[src/rtl/alu_pipe_if.sv]
`default_nettype none
// =============================================================================
// alu_pipe_if : valid/ready operand and result bus for alu_pipe   (rev 1.0)
// =============================================================================
interface alu_pipe_if #(
   parameter int WIDTH = 16,
   parameter int SELW  = 4
);
   logic             InValid;
   logic             InReady;
   logic [WIDTH-1:0] A;
   logic [WIDTH-1:0] B;
   logic [SELW-1:0]  Sel;
   logic             OutValid;
   logic             OutReady;
   logic [WIDTH-1:0] Q;
   logic [3:0]       Flags;
   logic             Err;

   modport master (
      output InValid, A, B, Sel, OutReady,
      input  InReady, OutValid, Q, Flags, Err
   );

   modport slave (
      input  InValid, A, B, Sel, OutReady,
      output InReady, OutValid, Q, Flags, Err
   );
endinterface
`default_nettype wire

[src/rtl/alu_pipe.sv]
`default_nettype none
// =============================================================================
// alu_pipe : 2-stage valid/ready pipelined ALU with {V,C,N,Z} flags   (rev 1.0)
// =============================================================================
module alu_pipe #(
   parameter int WIDTH = 16,
   parameter int N_OP  = 16
) (
   input  logic      Clk,
   input  logic      ResetN,
   alu_pipe_if.slave bus
);
   localparam int SELW = $clog2(N_OP);
   localparam int SHW  = $clog2(WIDTH);
   localparam int MSB  = WIDTH - 1;

   logic             s1_valid_q, s1_valid_d;
   logic [WIDTH-1:0] a_q, b_q;
   logic [SELW-1:0]  sel_q;
   logic             out_valid_q, out_valid_d;
   logic [WIDTH-1:0] q_q, q_d;
   logic [3:0]       flags_q, flags_d;
   logic             err_q, err_d;
   logic             s2_en, in_fire;
   logic [3:0]       op;
   logic [SHW-1:0]   sh;
   logic             c, v;

   if (SELW < 4) begin : g_op_ext
      assign op = {{(4 - SELW){1'b0}}, sel_q};
   end else begin : g_op_full
      assign op = sel_q[3:0];
   end

   // Ready is a function of registered state and OutReady only.
   assign s2_en       = !out_valid_q || bus.OutReady;
   assign bus.InReady = !s1_valid_q || s2_en;
   assign in_fire     = bus.InValid && bus.InReady;
   assign s1_valid_d  = in_fire || (s1_valid_q && !s2_en);
   assign out_valid_d = s2_en ? s1_valid_q : out_valid_q;
   assign sh          = b_q[SHW-1:0];

   always_comb begin
      q_d   = '0;
      c     = 1'b0;
      v     = 1'b0;
      err_d = 1'b0;
      case (op)
         4'd0: q_d = '0;
         4'd1: begin
            {c, q_d} = {1'b0, a_q} + {1'b0, b_q};
            v = (a_q[MSB] == b_q[MSB]) && (q_d[MSB] != a_q[MSB]);
         end
         4'd2: begin
            {c, q_d} = {1'b0, a_q} - {1'b0, b_q};
            v = (a_q[MSB] != b_q[MSB]) && (q_d[MSB] != a_q[MSB]);
         end
         4'd3: q_d = a_q;
         4'd4: q_d = a_q ^ b_q;
         4'd5: q_d = a_q | b_q;
         4'd6: q_d = a_q & b_q;
         4'd7: begin
            {c, q_d} = {1'b0, a_q} + {{WIDTH{1'b0}}, 1'b1};
            v = !a_q[MSB] && q_d[MSB];
         end
         // The extra guard bit catches the last bit shifted out (0 for sh=0).
         4'd8:  {c, q_d} = {1'b0, a_q} << sh;
         4'd9:  {q_d, c} = {a_q, 1'b0} >> sh;
         4'd10: {q_d, c} = $signed({a_q, 1'b0}) >>> sh;
         4'd11: q_d = {{(WIDTH - 1){1'b0}}, (a_q < b_q)};
         default: err_d = 1'b1;
      endcase
      flags_d = err_d ? 4'b0000 : {v, c, q_d[MSB], (q_d == '0)};
   end

   always_ff @(posedge Clk or negedge ResetN) begin
      if (!ResetN) begin
         s1_valid_q  <= 1'b0;
         a_q         <= '0;
         b_q         <= '0;
         sel_q       <= '0;
         out_valid_q <= 1'b0;
         q_q         <= '0;
         flags_q     <= '0;
         err_q       <= 1'b0;
      end else begin
         s1_valid_q  <= s1_valid_d;
         out_valid_q <= out_valid_d;
         if (in_fire) begin
            a_q   <= bus.A;
            b_q   <= bus.B;
            sel_q <= bus.Sel;
         end
         if (s2_en && s1_valid_q) begin
            q_q     <= q_d;
            flags_q <= flags_d;
            err_q   <= err_d;
         end
      end
   end

   assign bus.OutValid = out_valid_q;
   assign bus.Q        = q_q;
   assign bus.Flags    = flags_q;
   assign bus.Err      = err_q;
endmodule
`default_nettype wire

[src/flat_wrapper.sv]
// flat-port wrapper written by rule: the top's interface ports become plain ports
module alu_pipe_flat 
#(
   parameter int WIDTH = 16,
   parameter int N_OP  = 16
)
  (Clk, ResetN, bus_InValid, bus_A, bus_B, bus_Sel, bus_OutReady, bus_InReady, bus_OutValid, bus_Q, bus_Flags, bus_Err);
  alu_pipe_if #(.WIDTH(WIDTH), .SELW(4)) bus_i ();
  input  logic Clk;
  input  logic ResetN;
  input wire logic [$bits(bus_i.InValid)-1:0] bus_InValid;
  input wire logic [$bits(bus_i.A)-1:0] bus_A;
  input wire logic [$bits(bus_i.B)-1:0] bus_B;
  input wire logic [$bits(bus_i.Sel)-1:0] bus_Sel;
  input wire logic [$bits(bus_i.OutReady)-1:0] bus_OutReady;
  output wire logic [$bits(bus_i.InReady)-1:0] bus_InReady;
  output wire logic [$bits(bus_i.OutValid)-1:0] bus_OutValid;
  output wire logic [$bits(bus_i.Q)-1:0] bus_Q;
  output wire logic [$bits(bus_i.Flags)-1:0] bus_Flags;
  output wire logic [$bits(bus_i.Err)-1:0] bus_Err;
  assign bus_i.InValid = bus_InValid;
  assign bus_i.A = bus_A;
  assign bus_i.B = bus_B;
  assign bus_i.Sel = bus_Sel;
  assign bus_i.OutReady = bus_OutReady;
  assign bus_InReady = bus_i.InReady;
  assign bus_OutValid = bus_i.OutValid;
  assign bus_Q = bus_i.Q;
  assign bus_Flags = bus_i.Flags;
  assign bus_Err = bus_i.Err;
  alu_pipe #(.WIDTH(WIDTH), .N_OP(N_OP)) u_core (.Clk(Clk), .ResetN(ResetN), .bus(bus_i));
endmodule
[config.mk]
export PLATFORM = sky130hd
export DESIGN_NAME = alu_pipe_flat
export DESIGN_NICKNAME = d
export VERILOG_FILES = /design/src/rtl/alu_pipe_if.sv /design/src/rtl/alu_pipe.sv /design/src/flat_wrapper.sv
export SDC_FILE = /design/constraint.sdc
export NUM_CORES = 1
export LEC_CHECK = 0
export CAP_MARGIN = 30
export CELL_PAD_IN_SITES_DETAIL_PLACEMENT = 1
export CELL_PAD_IN_SITES_GLOBAL_PLACEMENT = 1
export CORE_MARGIN = 2
export CORE_UTILIZATION = 45
export DETAILED_ROUTE_END_ITERATION = 8
export GPL_TIMING_DRIVEN = 0
export HOLD_SLACK_MARGIN = 0.02
export PLACE_DENSITY_LB_ADDON = 0.12
export REMOVE_ABC_BUFFERS = 1
export SETUP_SLACK_MARGIN = 0.02
export SYNTH_ARGS = -nofsm -noshare
export SYNTH_HDL_FRONTEND = slang
export SYNTH_SLANG_ARGS = --single-unit
[constraint.sdc]
create_clock -name Clk -period 10.3 [get_ports Clk]
set_input_delay 1.545 -clock Clk [delete_from_list [all_inputs] [get_ports Clk]]
set_output_delay 1.545 -clock Clk [all_outputs]
set_load 0.05 [all_outputs]
==> impl_metrics.ini <==
[status]
outcome = complete, no violations

[synthesis]
synth_cell_type_count = 78
synth_cells = 910
ys_warn_count = 0
async_reset_ff_share_pct = 100
synth_seq_cells = 59
avgSynthCellArea_um2 = 8.00
syn_area_um2 = 7280
seq_area_frac_synth_pct = 20.3
synth_edf_count = 0
ys.flop_type = dfrtp_1

[clock_network]
cts_max_path_buffers = 2
cts_sinks = 59
htreeDepth = 3
numCtsBuffers = 9
cts_tree = done
path_clk_slew_ns = 0.06
cts_hold_buffers = 0
cts_root_buf = clkbuf_16
post_cts_buffers = 0
ctsResizeCount = 0
clock_latency_ns = 0.35

[worst_hold_path]
hp-class = reg2reg
min-delay-start = u_core.bus.Q[10]$_DFFE_PN0P_

[sta]
worstMarginPinSlew_ns = 0.975
fin_crit_ns = 4.78
rsz0062_at_grt = no
tns_ns = 0
final_hold_viol_count = 0
slew_violations = 0
fin_skew_ns = 0.00740
setup_violations = 0
max_freq_mhz = 209
period_share_pct = 46.4
max-slew-margin-rel_pct = 34.8

[setup_path]
r2r_setup_slack_ns = 5.52
start_kind = flop
arrival_ns = 5.01
critPathKind = reg2reg
endpoint_kind = flop
cp.required_ns = 10.54
r2r_start = u_core.b_q[2]$_DFFE_PN0P_
critPathCapture = u_core.bus.Flags[0]$_DFFE_PN0P_
startpoint = u_core.b_q[2]$_DFFE_PN0P_
crit_fanout = 27
r2r-end = u_core.bus.Flags[0]$_DFFE_PN0P_
reg2reg_depth = 11

[cells_and_area]
layout-drive-gt1-share_pct = 12.9
nets = 1024
mostFrequentLayoutCells = nand2_1 (90), o21ai_0 (68), nor2_1 (64), a21oi_1 (62), mux2_2 (62)
utilization_pct = 53.0
final_common_cell = nand2_1
diodes = 0
syn_to_final_growth_pct = 15.2
fin_cells = 1142

[routing]
first_pass_iters = 5
ant_nets = 0
vias_per_cell = 6.57
wire_per_inst_um = 25.0
drc = 0
drt_wl_total_mm = 28.6
drtIter0Drc = 683
vias = 7499

[place]
numPortBuffers = 62
gp_congestion = 0.990
dp_cells = 1126
hpwlAfterDp_mm = 21.9

[pwr]
powerDensity_nw_per_um2 = 197
worst_ir_drop_vdd_v = 0.0000944
p_leak_nw = 3.34

[grt]
grt_pass1_wl_mm = 44.7
grt_util_all_layers_pct = 33.0
grt_max_degree = 51
grt_pass1_vias = 7702
grt_overflow = 0
antenna_found_initial = 0

[die]
die_h_um = 131
rows = 46
num_io_pins = 63
core-area_um2 = 15800
die_area_um2 = 17200
die_w_um = 131
start_util_pct = 46.0

[run]
drv_cap = 0
## kinds of logic (layout without fill, tap and decap cells)
logic type	count (synthesis)	after routing	synth area share, %
mux	96	96	16.7
flops	59	59	20.3
fa+ha+maj	63	63	11.0
buf+inv	131	147	7.05
simple gates	267	267	17.3
xor+xnor	21	21	2.53
compound gates	273	273	25.0
## report_power, final
group,switching [mW],internal [mW]
combinational,0.608,0.365
clock,0.123,0.188
sequential,0.0860,0.280
total,0.817,0.833
## critical path, stage by stage (launching register included)
cell and delay (ns):
dfrtp_1 0.46, buf_16 0.21, inv_1 0.63, ha_1 0.47, nor4b_1 0.60, o2111ai_1 0.37, a311oi_1 0.59, nor2_1 0.15
or3_1 0.36, a41oi_1 0.35, nand4_1 0.20, o41ai_2 0.26
## routing by layer
metal	wire length (µm)	part of all wire (%)	global-route usage, %	vias to the layer above
li1	-	-	-	3377
met1	12100	42	43.4	3723
met2	13500	47	54.6	320
met3	1810	6.3	4.67	79
met4	1140	4.0	13.5	0
met5	0	0	0	-
## cell type report
| class | instances | area (µm²) |
|---|---|---|
| Timing Repair Buffer | 73 | 818 |
| Inverter | 58 | 218 |
| Sequential cell | 59 | 1480 |
| Multi-Input combinational cell | 720 | 5300 |
| Tap cell | 216 | 270 |
| Fill cell | 1893 | 7450 |
| Clock inverter | 7 | 75.1 |
| Clock buffer | 9 | 225 |
## worst min-delay path by stage
stage / end / slack, ns / depth (start not counted)
CTS: u_core.bus.Q[10]$_DFFE_PN0P_ / 0.48 / 2
floorplan: u_core.bus.OutValid$_DFFE_PN0P_ / 0.46 / 1
finish: u_core.bus.Q[10]$_DFFE_PN0P_ / 0.48 / 2
detailed placement: u_core.bus.Q[10]$_DFFE_PN0P_ / 0.47 / 2
global route: u_core.bus.Q[7]$_DFFE_PN0P_ / 0.51 / 1
global placement: u_core.bus.Q[12]$_DFFE_PN0P_ / 0.46 / 2
## cells in the mapped netlist, types with 15 or more instances
master    count  area share (%)
dfrtp_1      59              20
o21ai_0      68             4.7
mux2i_1      19             2.6
mux2_2       62             9.6
nor2_1       64             3.3
ha_1         61              10
a21oi_1      62             4.3
xnor2_1      20             2.4
nor3_1       23             1.6
nand2_1      91             4.7
nand3_1      21             1.4
inv_1        56             2.9
clkbuf_1     59             3.0
a211oi_1     15             1.5
## registers in the layout, indices dropped and copies added, names as in the netlist
signal,cells
u_core.a_q,16
u_core.bus.Err,1
u_core.b_q,16
u_core.bus.OutValid,1
u_core.bus.Q,16
u_core.op,4
u_core.bus.Flags,4
u_core.s1_valid_q,1
## per-stage QoR
| step | power (mW) | area [µm²] | hold WS, ns | worst slack, ns |
|---|---|---|---|---|
| finish | 1.65 | 8380 | 0.476 | 5.52 |
| global route | 1.73 | 8380 | 0.508 | 5.41 |
| CTS | 1.64 | 8380 | 0.482 | 5.72 |
| detailed placement | 1.32 | 8080 | 0.470 | 5.75 |
| global placement | 1.27 | 7870 | 0.463 | 4.97 |
| floorplan | 0.976 | 6980 | 0.457 | 6.28 |
(Power assumes the default switching activity.)
